[src/rtl/hilo_muldiv.sv]
`default_nettype none
// ============================================================================
// Module   : hilo_muldiv
// Purpose  : Multi-cycle MULT/MULTU/DIV/DIVU unit feeding the HI/LO register
//            file. Multiply finishes in one busy cycle. Divide is radix-2
//            restoring (one quotient bit per cycle) followed by one sign-fix
//            cycle. Divide by zero skips the iterations entirely.
// Ports    : clk        - clock, all state updates on posedge
//            rst        - asynchronous active-low reset
//            start      - launch op, accepted only while busy==0
//            op         - 00 MULT, 01 MULTU, 10 DIV, 11 DIVU
//            src_a/src_b- rs/rt operands (dividend/divisor)
//            flush      - cancel the in-flight op, back to IDLE next edge
//            busy       - op in flight (MUL/DIV/FIX)
//            done       - one-cycle result-valid pulse
//            whilo_o    - {hi_we, lo_we} == {done, done}
//            data_o_hi  - product[63:32] or remainder
//            data_o_lo  - product[31:0] or quotient
// Revision : 1.0 - initial release
// ============================================================================
module hilo_muldiv #(
  parameter int DATA_W = 32,
  parameter int CNT_W  = 5
) (
  input  logic              clk,
  input  logic              rst,
  input  logic              start,
  input  logic [1:0]        op,
  input  logic [DATA_W-1:0] src_a,
  input  logic [DATA_W-1:0] src_b,
  input  logic              flush,
  output logic              busy,
  output logic              done,
  output logic [1:0]        whilo_o,
  output logic [DATA_W-1:0] data_o_hi,
  output logic [DATA_W-1:0] data_o_lo
);

  typedef enum logic [2:0] {
    S_IDLE = 3'd0,
    S_MUL  = 3'd1,
    S_DIV  = 3'd2,
    S_FIX  = 3'd3,
    S_DONE = 3'd4
  } state_t;

  state_t              state;
  logic [DATA_W-1:0]   a_reg;      // raw rs, kept for multiply and div-by-zero HI
  logic [DATA_W-1:0]   b_reg;      // raw rt, used by multiply
  logic                mul_signed;
  logic                div_zero;
  logic                neg_q;
  logic                neg_r;
  logic [DATA_W-1:0]   quo;        // holds |a| initially, shifts quotient bits in
  logic [DATA_W-1:0]   rem;
  logic [DATA_W-1:0]   dvs;        // |b|
  logic [CNT_W-1:0]    cnt;

  // Operand magnitudes at launch; signed only applies to DIV (op[0]==0).
  logic                signed_div;
  logic [DATA_W-1:0]   mag_a;
  logic [DATA_W-1:0]   mag_b;
  assign signed_div = ~op[0];
  assign mag_a = (signed_div && src_a[DATA_W-1]) ? -src_a : src_a;
  assign mag_b = (signed_div && src_b[DATA_W-1]) ? -src_b : src_b;

  // Single-pass multiply on extended operands.
  logic [2*DATA_W-1:0] ext_a;
  logic [2*DATA_W-1:0] ext_b;
  logic [2*DATA_W-1:0] product;
  assign ext_a   = mul_signed ? {{DATA_W{a_reg[DATA_W-1]}}, a_reg} : {{DATA_W{1'b0}}, a_reg};
  assign ext_b   = mul_signed ? {{DATA_W{b_reg[DATA_W-1]}}, b_reg} : {{DATA_W{1'b0}}, b_reg};
  assign product = ext_a * ext_b;

  // One restoring step: shift next dividend bit into the partial remainder and
  // trial-subtract the divisor. The extra top bit catches the shifted-out MSB.
  logic [DATA_W:0]     rem_sh;
  logic [DATA_W:0]     diff;
  assign rem_sh = {rem, quo[DATA_W-1]};
  assign diff   = rem_sh - {1'b0, dvs};

  assign whilo_o = {done, done};

  always_ff @(posedge clk or negedge rst) begin
    if (!rst) begin
      state      <= S_IDLE;
      busy       <= 1'b0;
      done       <= 1'b0;
      data_o_hi  <= '0;
      data_o_lo  <= '0;
      a_reg      <= '0;
      b_reg      <= '0;
      mul_signed <= 1'b0;
      div_zero   <= 1'b0;
      neg_q      <= 1'b0;
      neg_r      <= 1'b0;
      quo        <= '0;
      rem        <= '0;
      dvs        <= '0;
      cnt        <= '0;
    end else begin
      done <= 1'b0;
      if (flush) begin
        // Cancel wins over start; result registers keep their old contents.
        state <= S_IDLE;
        busy  <= 1'b0;
      end else begin
        case (state)
          S_IDLE, S_DONE: begin
            if (start) begin
              a_reg      <= src_a;
              b_reg      <= src_b;
              mul_signed <= ~op[0];
              div_zero   <= (src_b == '0);
              neg_q      <= signed_div && (src_a[DATA_W-1] ^ src_b[DATA_W-1]);
              neg_r      <= signed_div && src_a[DATA_W-1];
              quo        <= mag_a;
              rem        <= '0;
              dvs        <= mag_b;
              cnt        <= CNT_W'(DATA_W - 1);
              busy       <= 1'b1;
              if (!op[1])               state <= S_MUL;
              else if (src_b != '0)     state <= S_DIV;
              else                      state <= S_FIX;
            end else begin
              state <= S_IDLE;
              busy  <= 1'b0;
            end
          end
          S_MUL: begin
            data_o_hi <= product[2*DATA_W-1:DATA_W];
            data_o_lo <= product[DATA_W-1:0];
            state     <= S_DONE;
            busy      <= 1'b0;
            done      <= 1'b1;
          end
          S_DIV: begin
            if (!diff[DATA_W]) begin
              rem <= diff[DATA_W-1:0];
              quo <= {quo[DATA_W-2:0], 1'b1};
            end else begin
              rem <= rem_sh[DATA_W-1:0];
              quo <= {quo[DATA_W-2:0], 1'b0};
            end
            cnt <= cnt - 1'b1;
            if (cnt == '0) state <= S_FIX;
          end
          S_FIX: begin
            if (div_zero) begin
              data_o_lo <= '1;
              data_o_hi <= a_reg;
            end else begin
              data_o_lo <= neg_q ? -quo : quo;
              data_o_hi <= neg_r ? -rem : rem;
            end
            state <= S_DONE;
            busy  <= 1'b0;
            done  <= 1'b1;
          end
          default: begin
            state <= S_IDLE;
            busy  <= 1'b0;
          end
        endcase
      end
    end
  end

endmodule
`default_nettype wire
[config.mk]
export PLATFORM = sky130hd
export DESIGN_NAME = hilo_muldiv
export DESIGN_NICKNAME = d
export VERILOG_FILES = /design/src/rtl/hilo_muldiv.sv
export SDC_FILE = /design/constraint.sdc
export NUM_CORES = 2
export LEC_CHECK = 0
export ABC_CLOCK_PERIOD_IN_PS = 10910
export BUFFER_PORTS_ARGS = -buffer_cell sky130_fd_sc_hd__buf_2
export CORE_UTILIZATION = 55
export CTS_CLUSTER_SIZE = 28
export DETAILED_ROUTE_END_ITERATION = 12
export GPL_TIMING_DRIVEN = 1
export HOLD_SLACK_MARGIN = 0.1
export PLACE_DENSITY_LB_ADDON = 0.2
export SLEW_MARGIN = 25
export SYNTH_ARGS = -nofsm -noshare
export SYNTH_HDL_FRONTEND = slang
export SYNTH_SLANG_ARGS = --single-unit
[constraint.sdc]
create_clock -name clk -period 10.91 [get_ports clk]
set_input_delay 2.182 -clock clk [delete_from_list [all_inputs] [get_ports clk]]
set_output_delay 2.182 -clock clk [all_outputs]
set_load 0.01 [all_outputs]
; ---- After elaboration in Yosys (flattened, before gate mapping)
; Index checks and enable logic that the tools add are counted.
[classes]
n_addsub = 6
mul = 1
n_div = 0
magnitude_cmp = 0
eq_ne = 7
n_shift = 0
n_mux = 29
bitwise_logic = 3
n_reduce_logical = 14
[op_table]
columns = op, count
row1 = 32-bit 2-to-1 mux, 9
row2 = 32-bit one-hot mux with 2 select lines, 4
row3 = 64-bit 2-to-1 mux, 2
row4 = 32-bit negation, 4
row5 = 64-bit by 64-bit multiplier with 64-bit output, 1
row6 = 33-bit by 32-bit subtractor with 33-bit output, 1
row7 = 32-bit zero test, 1
row8 = 32-bit nonzero test, 1
row9 = 5-bit one-hot mux with 2 select lines, 1
row10 = 3-bit 2-to-1 mux, 3
row11 = 3-bit one-hot mux with 3 select lines, 1
row12 = 3-bit by 2-bit == test with 1-bit output (second input constant), 2
row13 = 1-bit 2-to-1 mux, 6
row14 = 3-bit AND reduction, 2
row15 = 5-bit zero test, 1
row16 = 5-bit 2-to-1 mux, 1
row17 = 5-bit by 1-bit subtractor with 5-bit output (second input constant), 1
row18 = 2-bit inequality test (second input constant), 2
row19 = 2-bit nonzero test, 2
row20 = 2-bit OR reduction, 2
row21 = 3-bit by 1-bit == test with 1-bit output (second input constant), 1
row22 = 3-bit == test (second input constant), 1
row23 = 1-bit logical AND, 3
row24 = 3-bit zero test, 1
row25 = 6 further kinds, 7
[totals]
ff_bits = 238
latch_bits = 0
ram_bits = 0
romBits = 0
input_bits = 70
output_inout_bits = 68
wordCells = 75
memories = 0

; ---- Logic depth before layout (Yosys ltp)
[logic_depth]
word_depth = 6
ltp_mapped = 37

; ---- Worst setup path before layout
; Ideal clock, no wire load.
[synth_path]
path_type = flip-flop to flip-flop
from = reg a_reg[31]
to = reg data_o_hi[31]
setup_ps = 128
arrival_ps = 9188
path_slack_ps = 1594
stages_incl_launch_ff = 32
period_less_slack_ps = 9316
cell_sequence = dfrtp_1 and2_1 clkbuf_1 clkbuf_1 nand2_1 fa_1 inv_1 fa_1 fa_1 inv_1 fa_1 inv_1 fa_1 fa_1 fa_1 fa_1 fa_1 inv_1 fa_1 inv_1 ha_1 clkbuf_1 a21o_1 a21o_1 a21oi_1 o21ba_2 o21ai_0 a221o_1 o31ai_1 o31ai_1 o31ai_1 nor3_1
[synth_via]
elab_chain_cells = 3
elab_cells_between_ends = 4
[synth_lines]
columns = item, line
row1 = "start, declared", 48  ; logic [DATA_W-1:0] a_reg;
row2 = "start signal, assigned", 111  ; a_reg <= src_a;
row3 = 64-bit 2-to-1 mux, 71  ; assign ext_a = mul_signed ? {{DATA_W{a_reg[DATA_W-1]}}, a_reg} : {{DATA_W{1'b0}}, a_reg};
row4 = 64-bit by 64-bit multiplier with 64-bit output, 73  ; assign product = ext_a * ext_b;
row5 = 32-bit one-hot mux with 2 select lines (*), 108  ; case (state)
row6 = "end signal, assigned", 131  ; data_o_hi <= product[2*DATA_W-1:DATA_W];
row7 = "end signal, assigned", 151  ; data_o_hi <= a_reg;
row8 = "end signal, assigned", 154  ; data_o_hi <= neg_r ? -rem : rem;
row9 = "end, declared", 35  ; output logic [DATA_W-1:0] data_o_hi,
; Every way passes the cells marked *; elsewhere a longest branch is shown, timed or not.
; A chain may end at the register's enable or synchronous reset.

; ---- Worst setup path in the final report
[layout_path]
from = reg mul_signed
to = reg data_o_hi[31]
[layout_via]
elab_chain_cells = 3
elab_cells_between_ends = 4
[layout_lines]
columns = item, line
row1 = "start, declared", 50  ; logic mul_signed;
row2 = "start signal, assigned", 113  ; mul_signed <= ~op[0];
row3 = "64-bit 2-to-1 mux, on equally long branches", "71, 72"
row4 = 64-bit by 64-bit multiplier with 64-bit output (*), 73
row5 = 32-bit one-hot mux with 2 select lines (*), 108
; Marks and branches as above.

==> results.json <==
{
  "slew_headroom": 0.240,
  "fp.dieW_um": 339,
  "drcViolationCount": 0,
  "yosys_warnings": 0,
  "synth_top_area_cell": "fa_1",
  "syn_to_final_growth_pct": 5.18,
  "worstPathArrival_ns": 10.66,
  "cp_max_fo": 23,
  "synthCells": 6884,
  "gp_congestion": 0.978,
  "synth.top_cells.by_area": "fa_1 (46%), inv_1 (9.5%), dfrtp_1 (9.5%)",
  "cts.sink_count": 237,
  "fill_cells": 9956,
  "crit_top_cell": "fa_1",
  "drive_gt1_frac": 0.0504,
  "yosysMostFrequentCell": "inv_1",
  "ant_nets": 0,
  "ff2ff_path_depth": 32,
  "vias": 46300,
  "multi_input_comb_area_um2": 49100,
  "finalMaxSlewViolations": 0,
  "synth_cell_type_count": 79,
  "cts.hold.buffers_added": 0,
  "grt_pass1_wl_mm": 294,
  "finalWorstSetupSlack_ns": 0.720,
  "fin_crit_ns": 10.19,
  "drt_first_pass_iters": 6,
  "initial_utilization": 0.554,
  "status": "finished clean",
  "hp-class": "flop to flop",
  "tritoncts": "yes",
  "max_freq_mhz": 98.1,
  "vias_per_cell": 5.55,
  "hold_viol": 0,
  "end_kind": "flop",
  "pre_cts_ws_ns": 0.889,
  "clk_latency_ns": 0.60,
  "routed_wl_mm": 185,
  "synth_top_cell_area_share": 0.456,
  "core_um2": 112000,
  "ctsResizeCount": 0,
  "grt_max_degree": 105,
  "fin_cells": 8334,
  "antenna_found_initial": 4,
  "ys_seq_area_frac": 0.0952,
  "synth-edff-count": 0,
  "cts_buffers": 27,
  "synth_area_per_cell_um2": 9.05,
  "overflow": 0,
  "post_cts_buffers": 0,
  "drv_cap": 0,
  "worstPathRequired_ns": 11.38,
  "postPlaceCellArea_um2": 64600,
  "synth.net_count": 8720,
  "final-setup-viol-count": 0,
  "startpoint_type": "flop",
  "dieHeight_um": 339,
  "crit_type": "flop to flop",
  "nets": 8649,
  "seq_area_um2": 5940,
  "fp.dieArea_um2": 115000,
  "cts.clk_slew.worst_paths_ns": 0.07,
  "synth-main-ff-cell": "dfrtp_1",
  "finalClockSkew_ns": 0.0367,
  "io_buffers": 137,
  "ctsLongestPathBuffers": 3,
  "rows": 123,
  "io_pins": 138,
  "ys_seq_elements": 237,
  "hold_depth": 1,
  "placed_cells": 8283,
  "yosys-top-cells-count": "inv_1 (1583), fa_1 (1420), nand2_1 (937), and2_1 (576), ha_1 (346)",
  "wl_per_cell_um": 22.2,
  "cts_max_level": 1,
  "tns_ns": 0,
  "final_area_um2": 65500,
  "drt-initial-drc-count": 4005,
  "crit_path_max_incr_delay_ns": 0.68,
  "synthesis.area_um2": 62300,
  "root_buffer": "clkbuf_16",
  "async_reset_ff_frac": 1.00,
  "rsz0062_at_grt": "no",
  "grt_pass1_vias": 49000,
  "worst_pin_slew_ns": 1.14,
  "grt_usage": 0.336,
  "crit_slowest_cell": "o31ai_1",
  "finalCritPeriodShare": 0.934,
  "dp_hpwl_mm": 154
}
[cells by family (layout without fill, tap and decap cells)]
family | Yosys count | in the layout | share of synthesized area
buf+inv | 1941 | 1889 | 0.117
other cells | 0 | 2 | 0
simple gates | 1930 | 1930 | 0.150
mux | 32 | 32 | 0.00520
flops | 237 | 237 | 0.0952
xor+xnor | 254 | 254 | 0.0357
compound gates | 720 | 720 | 0.0702
fa+ha+maj | 1770 | 1770 | 0.527
[stage by stage]
step / hold WS [ns] / utilization
floorplan: 0.450 / -
global placement: 0.457 / 0.575
detailed placement: 0.465 / 0.575
CTS: 0.479 / 0.583
global route: 0.500 / 0.583
finish: 0.476 / 0.583
[worst max-delay path: cells and delay by family (launching register included)]
family          cells  cell delay, ns
flops               1            0.36
fa+ha+maj          11            5.27
compound gates      9            2.34
buf+inv             9            1.27
simple gates        3            0.80
[area by class of cell]
cell class	count	share of cell area
antenna	2	0.0000764
clock inverter	15	0.00288
tap	1500	0.0287
clock buffer	33	0.0108
sequential	237	0.0906
multi-input combinational	4706	0.750
inverter	1583	0.0907
timing repair buffer	258	0.0265
[cell usage in the layout (no fill, tap or decap), types with 29 or more instances in the layout]
cell type,synthesis,final
and2_1,576,576
xor2_1,84,83
mux2i_1,29,29
o21ai_0,227,227
nor3_1,37,37
buf_2,3,136
nand2_1,937,936
a31oi_1,32,32
dfrtp_1,237,233
fa_1,1420,1420
ha_1,346,346
a21o_1,58,58
inv_1,1583,1583
xnor2_1,170,170
buf_4,3,111
a21oi_1,201,201
and3_1,39,39
nor2_1,182,180
[worst paths after layout]
kind                          startpoint            end  slack [ns]
max                           mul_signed  data_o_hi[31]        0.72
min                        data_o_lo[13]  data_o_lo[13]        0.48
max reg2reg                   mul_signed  data_o_hi[31]        0.72
min reg2reg                data_o_lo[13]  data_o_lo[13]        0.48
max in group asynchronous            rst   data_o_lo[3]        7.70
min in group asynchronous            rst        rem[25]        1.67
[layer usage]
| metal | GRT usage | up-vias | wire, um |
|---|---|---|---|
| met5 | 0 | - | 8 |
| met4 | 0.0872 | 2 | 5380 |
| met3 | 0.0690 | 234 | 19300 |
| met2 | 0.495 | 2079 | 78900 |
| met1 | 0.507 | 23700 | 81200 |
| li1 | - | 20300 | - |
Power is not shown: default switching activity piles up to over one toggle a cycle in this logic, so the estimate is an artifact.
